--- config.mk ---
export PLATFORM = sky130hd
export DESIGN_NAME = regfile_write_scheduler
export DESIGN_NICKNAME = d
export VERILOG_FILES = /design/src/rtl/regfile_write_scheduler_pkg.sv /design/src/rtl/regfile_write_scheduler_reg_busy_table.sv /design/src/rtl/regfile_write_scheduler.sv
export SDC_FILE = /design/constraint.sdc
export NUM_CORES = 1
export LEC_CHECK = 0
export ABC_CLOCK_PERIOD_IN_PS = 2020
export CORE_AREA = 2 2 108 110
export DETAILED_ROUTE_END_ITERATION = 8
export DIE_AREA = 0 0 110 112
export GPL_TIMING_DRIVEN = 0
export PLACE_DENSITY = 0.77
export SLEW_MARGIN = 40
export SYNTH_ARGS = -nofsm -noshare
export SYNTH_HDL_FRONTEND = slang
export SYNTH_SLANG_ARGS = --single-unit
--- constraint.sdc ---
create_clock -name clk -period 2.02 [get_ports clk]
set_input_delay 0.202 -clock clk [delete_from_list [all_inputs] [get_ports clk]]
set_output_delay 0.202 -clock clk [all_outputs]
set_load 0.1 [all_outputs]
--- src/rtl/regfile_write_scheduler_pkg.sv ---
// Shared constants and mul/div sequencer state encoding for the register-file
// write scheduler, the register file and ID-stage control.
package regfile_write_scheduler_pkg;

  localparam int NREG = 32;
  localparam int AW   = 5;
  localparam int DW   = 32;

  // Mul/div sequencer states: no operation, operation in flight, result
  // waiting for the shared write port.
  typedef enum logic [1:0] {
    ST_IDLE = 2'd0,
    ST_RUN  = 2'd1,
    ST_HOLD = 2'd2
  } md_state_e;

endpackage

--- src/rtl/regfile_write_scheduler_reg_busy_table.sv ---
// Per-register busy scoreboard for multi-cycle mul/div destinations.
// One set port (issue), one clear port (result written) and three
// combinational read ports (two sources plus destination of the ID
// instruction). Register 0 never reads as busy.
module reg_busy_table #(
  parameter int NREG = regfile_write_scheduler_pkg::NREG,
  parameter int AW   = regfile_write_scheduler_pkg::AW
) (
  input  logic          clk,
  input  logic          rst,
  input  logic          set_en,
  input  logic [AW-1:0] set_addr,
  input  logic          clr_en,
  input  logic [AW-1:0] clr_addr,
  input  logic [AW-1:0] rd_addr_a,
  input  logic [AW-1:0] rd_addr_b,
  input  logic [AW-1:0] rd_addr_c,
  output logic          rd_busy_a,
  output logic          rd_busy_b,
  output logic          rd_busy_c
);

  logic [NREG-1:0] busy_q;
  logic [NREG-1:0] busy_d;

  // Next busy vector: clear first so a same-address set wins; bit 0 stays 0.
  always_comb begin
    busy_d = busy_q;
    if (clr_en) busy_d[clr_addr] = 1'b0;
    if (set_en) busy_d[set_addr] = 1'b1;
    busy_d[0] = 1'b0;
  end

  // Busy state register, cleared by the asynchronous active-low reset.
  always_ff @(posedge clk or negedge rst) begin
    if (!rst) busy_q <= '0;
    else      busy_q <= busy_d;
  end

  assign rd_busy_a = busy_q[rd_addr_a];
  assign rd_busy_b = busy_q[rd_addr_b];
  assign rd_busy_c = busy_q[rd_addr_c];

endmodule

--- src/rtl/regfile_write_scheduler.sv ---
// Register-file write scheduler: tracks busy mul/div destinations, sequences
// the external mul/div unit, arbitrates the single register-file write port
// (pipeline writeback first, mul/div result second) and raises the ID stall.
//
// Handshake: md_start is a one-cycle registered pulse that commits an issue;
// md_done is a one-cycle pulse from the unit and is only accepted in RUN.
// A result that collides with pipeline writeback is parked in a hold buffer
// and written in the first cycle the port is free.
module regfile_write_scheduler #(
  parameter int NREG = regfile_write_scheduler_pkg::NREG,
  parameter int AW   = regfile_write_scheduler_pkg::AW,
  parameter int DW   = regfile_write_scheduler_pkg::DW
) (
  input  logic          clk,
  input  logic          rst,
  input  logic          id_valid,
  input  logic          id_flush,
  input  logic [AW-1:0] id_rs,
  input  logic [AW-1:0] id_rt,
  input  logic          id_use_rs,
  input  logic          id_use_rt,
  input  logic          id_we,
  input  logic [AW-1:0] id_wa,
  input  logic          id_is_md,
  input  logic          ex_is_load,
  input  logic          ex_we,
  input  logic [AW-1:0] ex_wa,
  input  logic          wb_we,
  input  logic [AW-1:0] wb_wa,
  input  logic [DW-1:0] wb_wd,
  input  logic          md_done,
  input  logic [DW-1:0] md_result,
  output logic          md_start,
  output logic [AW-1:0] md_wa,
  output logic          md_busy,
  output logic          stall,
  output logic          rf_we,
  output logic [AW-1:0] rf_wa,
  output logic [DW-1:0] rf_wd,
  output logic [1:0]    dbg_state
);

  import regfile_write_scheduler_pkg::*;

  md_state_e     state;
  logic [DW-1:0] hold_q;

  logic busy_rs, busy_rt, busy_wa;
  logic rs_hit, rt_hit;
  logic load_use, raw_hz, waw_hz, struct_hz;
  logic issue;
  logic md_write;

  reg_busy_table #(
    .NREG (NREG),
    .AW   (AW)
  ) u_busy (
    .clk       (clk),
    .rst       (rst),
    .set_en    (issue && (id_wa != '0)),
    .set_addr  (id_wa),
    .clr_en    (md_write),
    .clr_addr  (md_wa),
    .rd_addr_a (id_rs),
    .rd_addr_b (id_rt),
    .rd_addr_c (id_wa),
    .rd_busy_a (busy_rs),
    .rd_busy_b (busy_rt),
    .rd_busy_c (busy_wa)
  );

  // Hazard detection against EX load, busy scoreboard and the mul/div unit.
  always_comb begin
    rs_hit    = id_use_rs && (id_rs != '0);
    rt_hit    = id_use_rt && (id_rt != '0);
    load_use  = ex_is_load && ex_we && (ex_wa != '0) &&
                ((rs_hit && (ex_wa == id_rs)) || (rt_hit && (ex_wa == id_rt)));
    raw_hz    = (rs_hit && busy_rs) || (rt_hit && busy_rt);
    waw_hz    = id_we && (id_wa != '0) && busy_wa;
    struct_hz = id_is_md && (state != ST_IDLE);
    stall     = id_valid && !id_flush && (load_use || raw_hz || waw_hz || struct_hz);
    issue     = id_valid && !id_flush && id_is_md && id_we && !stall;
  end

  // Write-port arbitration: writeback first, then a fresh or held mul/div result.
  always_comb begin
    md_write = !wb_we && (((state == ST_RUN) && md_done) || (state == ST_HOLD));
    rf_we    = 1'b0;
    rf_wa    = wb_wa;
    rf_wd    = wb_wd;
    if (wb_we) begin
      rf_we = (wb_wa != '0);
    end else if (md_write) begin
      rf_we = (md_wa != '0);
      rf_wa = md_wa;
      rf_wd = (state == ST_HOLD) ? hold_q : md_result;
    end
  end

  // Mul/div sequencer with registered start pulse, destination and hold buffer.
  always_ff @(posedge clk or negedge rst) begin
    if (!rst) begin
      state    <= ST_IDLE;
      md_start <= 1'b0;
      md_wa    <= '0;
      hold_q   <= '0;
    end else begin
      md_start <= 1'b0;
      case (state)
        ST_IDLE: begin
          if (issue) begin
            state    <= ST_RUN;
            md_start <= 1'b1;
            md_wa    <= id_wa;
          end
        end
        ST_RUN: begin
          if (md_done) begin
            if (wb_we) begin
              hold_q <= md_result;
              state  <= ST_HOLD;
            end else begin
              state  <= ST_IDLE;
            end
          end
        end
        ST_HOLD: begin
          if (!wb_we) state <= ST_IDLE;
        end
        default: state <= ST_IDLE;
      endcase
    end
  end

  assign md_busy   = (state != ST_IDLE);
  assign dbg_state = state;

endmodule

Word level (Yosys, flattened, before mapping)
Cells that the tools add are included. W data, S select, Z words.

Mux-type cells: 26. Eq/ne operators: 7. $lt $le $gt $ge: 6. Bitwise operators: 3. Reductions and logical operators: 42.

Operators with widths (number): $mux W32 (5); $and A32 B32 Y32 (1); $not A32 Y32 (1); $or A32 B32 Y32 (1); $reduce_bool A5 Y1 (6); $lt A5 B6 Y1 const B (4); $logic_and A1 B1 Y1 (22); $bmux W1 S5 (3); $demux W1 S5 (2); $eq A5 B5 Y1 (2); $ge A5 B1 Y1 const B (2); $mux W5 (2); $mux W1 (9); $mux W2 (4); $logic_or A1 B1 Y1 (6); $ne A2 B2 Y1 const B (3); $pmux W2 S3 (1); $reduce_and A3 Y1 (2); $logic_not A1 Y1 (3); $eq A2 B1 Y1 const B (1); $eq A2 B2 Y1 const B (1); $logic_not A2 Y1 (1); $reduce_and A2 Y1 (1); $reduce_bool A2 Y1 (1).

Word-level logic and storage cells: 89. Output and inout bits: 48. Input port bits: 101. Register bits after elaboration: 71.

Longest topological paths before layout
Word-level depth: 13. Depth in mapped cells: 11. Mapped depth without buffers: 7.

Modules after synthesis
A second synthesis with hierarchy kept.

Cell total of the unflattened synthesis: 469. Area total of the unflattened synthesis: 4672.0 sq um.

Modules (own cells, without submodules): regfile_write_scheduler (seq. area each 1001.0 sq um, cells each 240, area each 2482.4 sq um, times used 1); reg_busy_table (seq. area each 775.7 sq um, cells each 229, area each 2189.6 sq um, times used 1).

Least setup slack after synthesis
OpenSTA, ideal clock, no wires.

Path kind: register to output. From: register state[1], in the netlist dbg_state[1]. To: output port rf_wd[10]. Data arrival time: 3679 ps. Data required time: 1818 ps. Slack: -1861 ps. Buffers on the path: 3. Stages on the path, launching flop included: 9. Path through: dfrtp_1 > nor2b_1 > clkbuf_1 > nor2_1 > nor2_1 > clkbuf_1 > clkbuf_1 > nor2_1 > a21oi_1.

Longest elaborated chain between the ends: 6. Elaborated cells on any way between the ends: 8. Classes of those cells: eq/ne (2); mux (3); reduce/logical (3).

RTL lines: start, declared (RTL line regfile_write_scheduler.sv:45) `md_state_e state;`; start signal, assigned (RTL line regfile_write_scheduler.sv:103) `state <= ST_IDLE;`; start signal, assigned (RTL line regfile_write_scheduler.sv:112) `state <= ST_RUN;`; start signal, assigned (RTL line regfile_write_scheduler.sv:121) `state <= ST_HOLD;`; $eq A2 B1 Y1 (RTL line regfile_write_scheduler.sv:87) `md_write = !wb_we && (((state == ST_RUN) && md_done) || (state == ST_HOLD));`; $logic_and A1 B1 Y1 (RTL line regfile_write_scheduler.sv:87); $logic_or A1 B1 Y1 (RTL line regfile_write_scheduler.sv:87); $logic_and A1 B1 Y1 (RTL line regfile_write_scheduler.sv:87); $mux W32 * (RTL line regfile_write_scheduler.sv:93) `end else if (md_write) begin`; $mux W32 * (RTL line regfile_write_scheduler.sv:91) `if (wb_we) begin`; end, declared (RTL line regfile_write_scheduler.sv:39) `output logic [DW-1:0] rf_wd,`.

Every way passes the cells marked *; elsewhere a longest branch is shown, timed or not.

Final worst setup path
From: input port id_wa[1]. To: register u_busy.busy_q[10].

Longest elaborated chain between the ends: 10. Elaborated cells on any way between the ends: 18. Classes of those cells: order compare (2); mux (5); bitwise (1); reduce/logical (10).

RTL lines: start, declared (RTL line regfile_write_scheduler.sv:23) `input logic [AW-1:0] id_wa,`; $bmux W1 S5 or $reduce_bool A5 Y1 (tied branches) (RTL line regfile_write_scheduler_reg_busy_table.sv:42, regfile_write_scheduler.sv:60, regfile_write_scheduler.sv:79); $mux W1 (implied by the code) or $logic_and A1 B1 Y1 (tied branches) (RTL line regfile_write_scheduler_reg_busy_table.sv:42, regfile_write_scheduler.sv:79); $logic_and A1 B1 Y1 (RTL line regfile_write_scheduler.sv:79) `waw_hz = id_we && (id_wa != '0) && busy_wa;`; $logic_or A1 B1 Y1 (2 in series) (RTL line regfile_write_scheduler.sv:81) `stall = id_valid && !id_flush && (load_use || raw_hz || waw_hz || struct_hz);`; $logic_and A1 B1 Y1 (RTL line regfile_write_scheduler.sv:81); $logic_not A1 Y1 (RTL line regfile_write_scheduler.sv:82) `issue = id_valid && !id_flush && id_is_md && id_we && !stall;`; $logic_and A1 B1 Y1 (RTL line regfile_write_scheduler.sv:82); $logic_and A1 B1 Y1 (RTL line regfile_write_scheduler.sv:60) `.set_en (issue && (id_wa != '0)),`; $mux W32 * (RTL line regfile_write_scheduler_reg_busy_table.sv:30) `if (set_en) busy_d[set_addr] = 1'b1;`; net u_busy.busy_d[10] (RTL line regfile_write_scheduler_reg_busy_table.sv:24) `logic [NREG-1:0] busy_d;`; end signal, assigned (RTL line regfile_write_scheduler_reg_busy_table.sv:37) `else busy_q <= busy_d;`; end, declared (RTL line regfile_write_scheduler_reg_busy_table.sv:23) `logic [NREG-1:0] busy_q;`.

The timed path passes the listed nets; every way through them passes the cells marked *. The select of a mux whose other input is x is not followed. A chain may end at the register's enable or synchronous reset.

==> flow_summary_export.csv <==
group,metric,value,unit
status,outcome,"complete, but fails checks",
status,violations,"setup timing",
route,initialDrtViolationCount,577,
route,routedWlPerCell,26.6,um
global_routing,antenna_found_initial,0,
setup_path,crit_fanout,10,
sta,relSlewSlack,53.8,%
sta,final.period_utilization,133,%
sta,finalMaxSlewViolations,0,
clocking,numCtsBuffers,9,
clocking,clkSinkCount,71,
die,dieWidth,110,um
route,antenna_left,0,
sta,hold_viol,0,
hold_path,hold_path_class,"in -> async",
logic_synthesis,synthCells,466,
clocking,clockBufferDepth,2,
logic_synthesis,async_flop_share,100,%
global_routing,grt_use_total,31.2,%
die,dieArea,12300,um^2
global_routing,grt_max_degree,59,
clocking,clock_latency,0.34,ns
placement,routabilityCongestion,0.957,
job,max-cap-violations,0,
sta,rsz0062_at_grt,"yes",
route,post-route-drc-count,0,
setup_path,worstSetupPathType,"in -> reg",
sta,finalSetupViolCount,77,
logic_synthesis,yosys.area.top_type,"dfrtp_1",
clocking,path_clk_slew,0.06,ns
cells_and_area,layout-drive-gt1-share,52.1,%
power_and_ir_drop,ir_worst_vdd,0.972,mV
clocking,cts_tree,"yes",
die,io_pins,149,
logic_synthesis,ys.flop_type,"dfrtp_1",
route,wl,21600,um
global_routing,grt_pass1_wl,29100,um
global_routing,overflow,0,
placement,dp_cells,754,
logic_synthesis,netlist_area,4700,um^2
logic_synthesis,synth.top_cell.area_share,37.8,%
clocking,cts_htree_levels,3,
logic_synthesis,synthTopCellsByArea,"dfrtp_1 38%, mux2i_1 11%, mux2_2 11%",
logic_synthesis,synth_nets,567,
cells_and_area,nets,765,
sta,finalWorstSetupSlack,-0.673,ns
setup_path,arrival,2.91,ns
logic_synthesis,syn_area_per_cell,10.1,um^2
power_and_ir_drop,power_leakage,0.00359,uW
route,dr.pass1.iters,5,
sta,finalClockSkew,0.00730,ns
logic_synthesis,synth-edff-count,0,
die,core_area,11200,um^2
logic_synthesis,ys_ff_latch,71,
cells_and_area,diodes,0,
logic_synthesis,synthDistinctLibCells,43,
route,via_count,5174,
placement,io_buffers,144,
clocking,root_buffer,"clkbuf_16",
cells_and_area,finish.utilization,81.3,%
logic_synthesis,yosysSeqAreaShare,37.8,%
power_and_ir_drop,power_density,707,nW/um^2
die,start_util,42.1,%
setup_path,cp-end-kind,"register",
setup_path,crit_required,2.24,ns
sta,max_freq,371,MHz
sta,fin_crit,2.69,ns
global_routing,grt_pass1_vias,5301,
placement,dpl.hpwl,11100,um
power_and_ir_drop,power,6430,uW
die,die_y,112,um
setup_path,reg2reg_slack,-0.62,ns
route,viasPerCell,6.38,
logic_synthesis,yosysWarnings,0,
setup_path,startpoint_type,"input pin",
cells_and_area,finalNonFillerCells,811,
placement,pre_cts_ws,-1.10,ns
cells_and_area,area_delta_synth_final,93.2,%
sta,timing.hold.ws,0.249,ns
sta,worst_slew_pin_slew,0.693,ns
logic_synthesis,yosysMostFrequentCell,"dfrtp_1",
die,rows,39,
logic_synthesis,synth_commonest_cells,"71 x dfrtp_1, 51 x mux2i_1, 45 x mux2_2",
[what timing repair did]
item                       4_1_cts  5_1_grt
setup endpoints to repair       77      106
setup buffers                   29        9
hold endpoints to repair        71        0
resized for setup              295      103
hold buffers                     1        0
gates cloned                     7        3
pin swaps                       24       11
[per-stage QoR]
stage | instance area (um^2) | TNS (ns)
finish | 9090 | -34.61
detailed placement | 6680 | -44.74
global placement | 6890 | -190.79
CTS | 8540 | -24.58
global route | 9090 | -36.16
floorplan | 5270 | -10.16
[worst max-delay path, cell delays in order]
cell and delay [ns]:
dlygate4sd2_1 0.34, nand2_1 0.44, nor3b_1 0.15, o41ai_4 0.36
nand2_1 0.15, o311ai_4 0.38, nand3_4 0.17, buf_12 0.17
buf_6 0.11, buf_12 0.15, o31ai_2 0.27
[cell type report]
cell class	count	area (um^2)
timing repair buffer	193	2420
buffer	30	382
tap	143	179
inverter	6	22.5
clock inverter	5	81.3
multi-input combinational	353	3970
clock buffer	10	239
fill	581	2090
sequential	71	1790
[final timing paths]
path                                                  start                           to  depth (start not counted)
min in group clk                                   id_wa[3]         md_wa[3]$_DFFE_PN0P_                          2
worst max register to register  u_busy.busy_q[28]$_DFF_PN0_  u_busy.busy_q[10]$_DFF_PN0_                         10
max in group asynchronous                               rst         md_wa[2]$_DFFE_PN0P_                          3
worst max-delay path                               id_wa[1]  u_busy.busy_q[10]$_DFF_PN0_                         11
worst min-delay path                                    rst  u_busy.busy_q[30]$_DFF_PN0_                          2
worst min register to register       hold_q[24]$_DFFE_PN0P_       hold_q[24]$_DFFE_PN0P_                          1
[logic make-up after synthesis]
logic type             Yosys count  share of synthesized area, %
AO/OA/AOI/OAI                  126                          16.9
XOR/XNOR                        10                          1.86
buffers and inverters           42                          4.18
flip-flops                      71                          37.8
multiplexers                   109                          27.7
AND/OR/NAND/NOR                108                          11.6
[cells in the final DEF (no fill, tap or decap), types with 4 or more instances in the layout]
| master | count |
|---|---|
| o21ai_1 | 6 |
| mux2_2 | 40 |
| xnor2_1 | 5 |
| nor2_1 | 9 |
| nor4_1 | 4 |
| o41ai_2 | 4 |
| o22ai_1 | 5 |
| nor2_2 | 4 |
| buf_16 | 6 |
| nand2_1 | 14 |
| buf_6 | 14 |
| dfrtp_1 | 64 |
| clkbuf_1 | 4 |
| dfrtp_2 | 4 |
| buf_8 | 8 |
| clkdlybuf4s50_1 | 84 |
| buf_12 | 45 |
| nor2b_1 | 5 |
| o31ai_4 | 23 |
| a21oi_4 | 32 |
| mux2i_2 | 12 |
| dlygate4sd2_1 | 8 |
| mux4_2 | 12 |
| buf_4 | 22 |
| mux2_4 | 6 |
| nor2_4 | 31 |
| clkbuf_16 | 16 |
| o31ai_2 | 5 |
| inv_1 | 5 |
| nand3b_1 | 6 |
| nand3_1 | 6 |
| o21ai_0 | 27 |
| buf_2 | 14 |
| mux2i_1 | 36 |
| xor2_1 | 5 |
[metal layers]
metal  wire (um)  up-vias  share of wire (%)  GRT usage, %
met5           0        -                  0             0
li1            -     2161                  -             -
met1        7750     2542                 36          39.0
met2       11000      363                 51          52.3
met4         955        0                4.4          12.7
met3        1890      108                8.8          5.97
[report_power, final]
part           internal [uW]  switching, uW  leakage (uW)  total (uW)
Clock                   1110            632      0.000155        1740
Sequential              1730            324      0.000912        2060
Combinational           1090           1540       0.00253        2630
[registers in the layout (all words and copies together) (netlist names)]
register       flops
hold_q            32
md_wa              5
dbg_state          2
md_start           1
u_busy.busy_q     31
Note: power is estimated with default switching activity, not from simulation.
